`config.mk`:
```
export PLATFORM = sky130hd
export DESIGN_NAME = mem_store_writer
export DESIGN_NICKNAME = d
export VERILOG_FILES = /design/src/rtl/mem_store_writer_pkg.sv /design/src/rtl/mem_store_writer.sv
export SDC_FILE = /design/constraint.sdc
export NUM_CORES = 1
export LEC_CHECK = 0
export ABC_AREA = 1
export ABC_CLOCK_PERIOD_IN_PS = 5800
export BUFFER_PORTS_ARGS = -buffer_cell sky130_fd_sc_hd__buf_2
export CAP_MARGIN = 20
export CORE_MARGIN = 2
export CORE_UTILIZATION = 40
export CTS_BUF_LIST = sky130_fd_sc_hd__clkbuf_16
export CTS_CLUSTER_SIZE = 14
export DETAILED_ROUTE_END_ITERATION = 8
export SLEW_MARGIN = 20
export SYNTH_ARGS = -nofsm -noshare
export SYNTH_HDL_FRONTEND = slang
export SYNTH_SLANG_ARGS = --single-unit
```
`constraint.sdc`:
```
create_clock -name clk -period 5.8 [get_ports clk]
set_clock_uncertainty 0.2 [all_clocks]
set_input_delay 1.16 -clock clk [delete_from_list [all_inputs] [get_ports clk]]
set_output_delay 1.16 -clock clk [all_outputs]
set_load 0.005 [all_outputs]
```
`src/rtl/mem_store_writer_pkg.sv`:
```
// Shared constants and helpers for the byte-serial store writer.
// Store length codes, RAM direction codes and the byte-lane select.
package mem_store_writer_pkg;

   localparam logic [1:0] LEN_BYTE = 2'b00;
   localparam logic [1:0] LEN_HALF = 2'b01;
   localparam logic [1:0] LEN_WORD = 2'b10;

   localparam logic WR_WRITE = 1'b1;
   localparam logic WR_READ  = 1'b0;

   // Index of the final byte of a burst; code 2'b11 behaves as a word.
   function automatic logic [1:0] last_for_len(input logic [1:0] len);
      logic [1:0] last;
      case (len)
         LEN_BYTE: last = 2'd0;
         LEN_HALF: last = 2'd1;
         default:  last = 2'd3;
      endcase
      return last;
   endfunction

   // Byte lane 'lane' of a 32-bit word, lane 0 being bits [7:0].
   function automatic logic [7:0] byte_lane(input logic [31:0] data, input logic [1:0] lane);
      logic [7:0] b;
      case (lane)
         2'd0:    b = data[7:0];
         2'd1:    b = data[15:8];
         2'd2:    b = data[23:16];
         default: b = data[31:24];
      endcase
      return b;
   endfunction

endpackage

```
`src/rtl/mem_store_writer.sv`:
```
// Store engine: latches one byte/half/word store and writes it to an 8-bit RAM
// port, most significant byte at the lowest address, one byte per granted cycle.
module mem_store_writer
   import mem_store_writer_pkg::*;
(
   input  logic        clk,
   input  logic        rst,
   input  logic        store_req,
   input  logic [31:0] store_addr,
   input  logic [31:0] store_data,
   input  logic [1:0]  store_len,
   input  logic        ram_gnt,
   output logic        busy,
   output logic        done,
   output logic [31:0] addr_ram,
   output logic [7:0]  dout_ram,
   output logic        wr_ram
);

   typedef enum logic [1:0] {
      ST_IDLE  = 2'd0,
      ST_WRITE = 2'd1,
      ST_DONE  = 2'd2
   } state_e;

   state_e      state_q, state_d;
   logic [1:0]  cnt_q, cnt_d;
   logic [1:0]  last_q, last_d;
   logic [31:0] addr_q, addr_d;
   logic [31:0] data_q, data_d;
   logic        busy_q, busy_d;
   logic        done_q, done_d;
   logic [31:0] addr_ram_q, addr_ram_d;
   logic [7:0]  dout_ram_q, dout_ram_d;
   logic        wr_q, wr_d;

   // NOTE: every _d gets its hold value first, so no path through the case leaves a latch.
   always_comb begin
      state_d    = state_q;
      cnt_d      = cnt_q;
      last_d     = last_q;
      addr_d     = addr_q;
      data_d     = data_q;
      busy_d     = busy_q;
      done_d     = done_q;
      addr_ram_d = addr_ram_q;
      dout_ram_d = dout_ram_q;
      wr_d       = WR_READ;

      case (state_q)
         ST_IDLE: begin
            done_d = 1'b0;
            if (store_req) begin
               addr_d  = store_addr;
               data_d  = store_data;
               last_d  = last_for_len(store_len);
               cnt_d   = 2'd0;
               busy_d  = 1'b1;
               state_d = ST_WRITE;
            end
         end
         ST_WRITE: begin
            // Without a grant nothing advances, so the same byte is retried next cycle.
            if (ram_gnt) begin
               addr_ram_d = addr_q + {30'd0, cnt_q};
               dout_ram_d = byte_lane(data_q, last_q - cnt_q);
               wr_d       = WR_WRITE;
               if (cnt_q == last_q) state_d = ST_DONE;
               else                 cnt_d   = cnt_q + 2'd1;
            end
         end
         ST_DONE: begin
            done_d  = 1'b1;
            busy_d  = 1'b0;
            state_d = ST_IDLE;
         end
         default: state_d = ST_IDLE;
      endcase
   end

   // NOTE: sequential state uses non-blocking assignments only; reset is synchronous, sampled on the clock edge.
   always_ff @(posedge clk) begin
      if (rst) begin
         state_q    <= ST_IDLE;
         cnt_q      <= 2'd0;
         last_q     <= 2'd0;
         addr_q     <= 32'd0;
         data_q     <= 32'd0;
         busy_q     <= 1'b0;
         done_q     <= 1'b0;
         addr_ram_q <= 32'd0;
         dout_ram_q <= 8'd0;
         wr_q       <= 1'b0;
      end else begin
         state_q    <= state_d;
         cnt_q      <= cnt_d;
         last_q     <= last_d;
         addr_q     <= addr_d;
         data_q     <= data_d;
         busy_q     <= busy_d;
         done_q     <= done_d;
         addr_ram_q <= addr_ram_d;
         dout_ram_q <= dout_ram_d;
         wr_q       <= wr_d;
      end
   end

   assign busy     = busy_q;
   assign done     = done_q;
   assign addr_ram = addr_ram_q;
   assign dout_ram = dout_ram_q;
   assign wr_ram   = wr_q;

endmodule

```
### Word-level counts from Yosys, hierarchy flattened

Cells that the tools add are included.

| operators by class | value |
|---|---|
| add/sub/neg operators | 3 |
| eq/ne operators | 10 |
| mux-type cells | 14 |
| bitwise operators | 1 |
| reduce and logical (&&, ||, !) cells | 11 |

Operators with widths:

| operator | number |
|---|---|
| adder 32 x 2 -> 32 bit | 1 |
| case mux 8 bit (3 select lines) | 1 |
| two-way mux 2 bit | 6 |
| case mux 2 bit (2 select lines) | 3 |
| inequality test 2 bit (second input constant) | 4 |
| == test 2 x 1 -> 1 bit (second input constant) | 3 |
| zero test 2 bit | 3 |
| AND reduction 2 bit | 3 |
| == test 2 bit (second input constant) | 2 |
| case mux 1 bit (2 select lines) | 2 |
| AND reduction 4 bit | 1 |
| nonzero test 2 bit | 2 |
| AND reduction 3 bit | 1 |
| adder 2 x 1 -> 2 bit (second input constant) | 1 |
| == test 2 bit | 1 |
| two-way mux 1 bit | 2 |
| OR reduction 2 bit | 1 |
| subtractor 2 bit | 1 |
| NOT 1 bit | 1 |

| word-level totals | value |
|---|---|
| register bits after elaboration | 113 |
| input port bits | 70 |
| output and inout bits | 43 |
| logic and storage cells | 49 |

### Depth between registers and ports, before layout

| logic depth | value |
|---|---|
| depth in word-level cells | 4 |
| depth in mapped cells | 13 |
| gate-level depth less buffers | 13 |

### Worst setup path after synthesis

No wires, ideal clock.

| timing path | value |
|---|---|
| path kind | input port to flip-flop |
| start | in rst |
| end | reg dout_ram_q[4], in the netlist dout_ram[4] |
| setup time | 0.064 ns |
| arrival time | 2.003 ns |
| data required time | 5.536 ns |
| setup slack | 3.533 ns |
| stages on the path | 6 |
| cell sequence | buf_2 > inv_1 > buf_2 > clkbuf_1 > o21ai_0 > nor2_1 |

RTL lines:

| what | line | RTL |
|---|---|---|
| from (decl) | mem_store_writer.sv:7 | `input logic rst,` |
| to (signal assigned) | mem_store_writer.sv:103 | `dout_ram_q <= dout_ram_d;` |
| to (decl) | mem_store_writer.sv:34 | `logic [7:0] dout_ram_q, dout_ram_d;` |

### Worst setup path in the final report

| timing path | value |
|---|---|
| start | in ram_gnt |
| end | reg dout_ram_q[5], in the netlist dout_ram[5] |

| on the way | value |
|---|---|
| cells in the longest elaborated chain, start to end | 1 |

RTL lines:

| what | line | RTL |
|---|---|---|
| from (decl) | mem_store_writer.sv:12 | `input logic ram_gnt,` |
| AND reduction 2 bit (no line) | n/a |  |

Every way passes these cells.
A chain may end at the register's enable or synchronous reset.

==> reports/summary.md <==
The flow ran to the end, and the final reports show no timing, DRC or antenna violations. After routing, the total negative slack on setup checks comes to 0 ps. After routing the design area is 6515 um^2.

In this run, synthesis produced a sequential element count of 113. In this run the remaining antenna-violating nets after routing total 0. The layout overhead on the synthesized area was 22.29%; the sequential cell area fraction in the yosys report was 42.46%.

The logs give 768 for the synthesized instance count and 942 for the net count reported at finish. The TritonCTS buffer count is 17. The start point of the critical path is ram_gnt. The worst register-to-register path begins at cnt_q[0]. The vias per cell is 4.819, and the post-synthesis cell area is 5328 um^2. The placement-stage cell area is 5962 um^2.

Post-place setup slack: 2700 ps. For the number of buffers added to fix hold violations after cts, the log shows 0. Final total power: 2.169 mW. Power spread over the standard cell area amounts to 332.9 nW/um^2. The first TritonRoute pass finished after 4 iterations.

The post-route core utilization is 49.59%, and the global placer's final weighted congestion is 0.8826. The internal portion of the total power is 1.576 mW. The worst path needs 2669 ps of the cycle, external delays included.

Gates resized during post-CTS repair numbered 0. The number of antenna diodes in the final layout is 0. Across every metal layer, demand over resource in global routing totals 20.99%. The routed layout has 5089 vias. The logs give 14330 um for the final routed wirelength across all metal layers and 41.3% for the share of total power in sequential cells.

Once the clock tree was built, the setup fixing pass inserted 0 buffers. The worst min-delay path startpoint is done. The share of total power dissipated in the clock network is 45.1%. The number of global-route vias before repair was 4651; the share of cells above drive strength 1 was 19.77%. The count of clock tree sinks is 113.

The fraction of registers with async set or reset after synthesis was 0%; the maximum clock frequency was 374.7 MHz. In this run the core area contains 42 standard-cell rows. TritonCTS built the clock tree. The class of the tightest hold or removal check is register to register. The final number of max-transition violations came out at 0. The setup path with the least slack is of type input pin to register. 113 I/O pins were placed.

The first global-routing pass estimated 23120 um of wire. The number of distinct library cells after synthesis is 39, and the area of the die is 14260 um^2. The internal reg-to-reg setup slack is 3250 ps, and the clock-pin slew of the registers on the worst-case setup and hold paths is 50 ps. Port buffering added 112 buffers. The worst setup path is captured at a register. Data on the critical path is required at its endpoint by 5900 ps.

Net switching is 27.32% of the power. Setup repair after global routing left no endpoint under its margin. The run gives 0 as the warning count from the yosys run. The number of setup violations in the final report was 0; the number of max-cap violations was 0. Detailed placement ended at an HPWL of 10180 um. Worst vdd rail ir drop: 190.2 uV. Die width: 119.4 um.

The transition time at the pin with the least slew margin is 961.2 ps. The number of flops mapped to enable cells by yosys was 0; the DRC violation count after routing was 0. The worst setup path is launched from an input pin. Power spent charging and discharging nets: 592.5 uW. In this run the worst path has a maximum fanout of 75. Entering global routing, the biggest net connects 93 pins.

The clock tree synthesis step divided the H-tree into 4 levels. The wire length per cell works out to 13.57 um. The iteration-0 DRC count of the detailed router came out at 328.

Dominant synthesized flop cell: sky130_fd_sc_hd__dfxtp_1. The floorplan step defined a core boundary enclosing 13140 um^2. The starting utilization of the core area is 40.55%, and the post-synthesis average cell area is 6.937 um^2. The clock reaches the later pin of the worst-skew pair after 420 ps.

The final global-route overflow total came out at 0. The final critical-path share of the clock period was 46.01%; the reported leakage power was 2.917 nW. Data on the critical path arrives at its endpoint at 2770 ps. From bottom edge to top edge, the die measures 119.4 um. In this run the clock root is driven by a sky130_fd_sc_hd__clkbuf_16.

Of the total power, combinational logic draws 13.7%. Headroom to the max-slew limit came out at 35.85%. The initial antenna violation count was 1; the net count after synthesis was 842.

Once routing completed, OpenROAD measured the worst setup slack at 3131 ps. The number of buffers between clock root and the deepest sink was 2; the final number of hold-violating endpoints was 0.
## critical path: stages
cell                       delay [ps]
sky130_fd_sc_hd__buf_2            120
sky130_fd_sc_hd__nand2_4          120
sky130_fd_sc_hd__clkinv_2         750
sky130_fd_sc_hd__o21ai_0          500
sky130_fd_sc_hd__nor2_1           110
## per-layer routing
metal / part of all wire [%] / wire length [um] / global-route usage (%)
met1: 46 / 6524 / 26.41
met2: 47 / 6784 / 33.69
met3: 5.5 / 785 / 5.987
met4: 1.5 / 220 / 8.897
met5: 0.084 / 12 / 0
## synthesized netlist by cell type (2+ instances only)
cell	number	area share [%]
sky130_fd_sc_hd__o211ai_1	2	0.28
sky130_fd_sc_hd__nor2_4	5	1.1
sky130_fd_sc_hd__clkbuf_1	22	1.6
sky130_fd_sc_hd__nand2_1	163	11
sky130_fd_sc_hd__o21ai_0	87	8.2
sky130_fd_sc_hd__o21bai_1	3	0.42
sky130_fd_sc_hd__or2_2	2	0.23
sky130_fd_sc_hd__nor2_2	4	0.47
sky130_fd_sc_hd__buf_2	4	0.38
sky130_fd_sc_hd__a21oi_1	36	3.4
sky130_fd_sc_hd__nor3_1	8	0.75
sky130_fd_sc_hd__a211oi_1	2	0.28
sky130_fd_sc_hd__inv_2	3	0.21
sky130_fd_sc_hd__inv_1	66	4.7
sky130_fd_sc_hd__xor2_1	4	0.66
sky130_fd_sc_hd__nand4_1	3	0.35
sky130_fd_sc_hd__nand2_2	7	0.82
sky130_fd_sc_hd__ha_1	3	0.70
sky130_fd_sc_hd__nor2_1	137	9.7
sky130_fd_sc_hd__nand3b_1	5	0.70
sky130_fd_sc_hd__buf_4	5	0.70
sky130_fd_sc_hd__nand3_1	45	4.2
sky130_fd_sc_hd__nand3_2	4	0.75
sky130_fd_sc_hd__nor3_2	2	0.38
sky130_fd_sc_hd__o221ai_1	2	0.33
sky130_fd_sc_hd__dfxtp_1	113	42
sky130_fd_sc_hd__o21a_1	19	2.7
## metrics by stage
stage / std cells / hold slack (ps)
after global routing: 1056 / 270.9
final: 1056 / 253.8
after global placement: 1025 / 243.7
after CTS: 1056 / 255.9
after floorplan: 768 / 230.1
after detailed placement: 1025 / 248.5
## power groups by stage
stage / combinational (mW) / sequential [mW] / clock, mW
4_1_cts: 0.301 / 0.895 / 0.992
5_1_grt: 0.341 / 0.903 / 1.03
3_3_place_gp: 0.297 / 0.911 / 0
2_1_floorplan: 0.207 / 0.900 / 0
6_report: 0.296 / 0.896 / 0.977
3_5_place_dp: 0.299 / 0.911 / 0
## kinds of logic after synthesis
kind of cell	after synthesis	share of synthesized area [%]
AND/OR/NAND/NOR	388	31.52
XOR/XNOR	5	0.8219
adder cells (fa/ha/maj)	4	1.080
AO/OA/AOI/OAI	153	15.88
buffers and inverters	105	8.243
flip-flops	113	42.46
## worst paths after layout
| path | to | depth (start not counted) |
|---|---|---|
| worst min register to register | done | 2 |
| worst min-delay path | done | 2 |
| worst max-delay path | dout_ram[5] | 5 |
| worst max register to register | addr_ram[28] | 13 |
## state kept, by name, summed over array words and instances, names as in the netlist
name	count
addr_q	32
addr_ram	32
data_q	32
dout_ram	8
cnt_q	2
last_q	2
state_q	2
busy	1
done	1
wr_ram	1
## cells in the final DEF (no fill, tap or decap), drive strengths merged, types with 2 or more instances in the layout
| cell type | count |
|---|---|
| bufinv | 2 |
| nand3 | 49 |
| nand3b | 5 |
| o211ai | 2 |
| or2 | 3 |
| inv | 72 |
| o21bai | 3 |
| o221ai | 2 |
| a211oi | 2 |
| nand2 | 171 |
| nor3 | 11 |
| dfxtp | 113 |
| clkinv | 6 |
| o21ai | 87 |
| clkinvlp | 5 |
| a21oi | 36 |
| buf | 115 |
| xor2 | 4 |
| nand4 | 3 |
| clkbuf | 17 |
| ha | 3 |
| o21a | 19 |
| nor2 | 146 |
## layout make-up
class                           count  area [um^2]
Fill cell                        1406         6623
Multi-Input combinational cell    550         2629
Sequential cell                   113         2262
Timing Repair Buffer              115        583.1
Clock buffer                       17        425.4
Inverter                           71        267.8
Tap cell                          176        220.2
Clock inverter                     14        127.6
No activity file was read; power rests on OpenSTA's default activity.
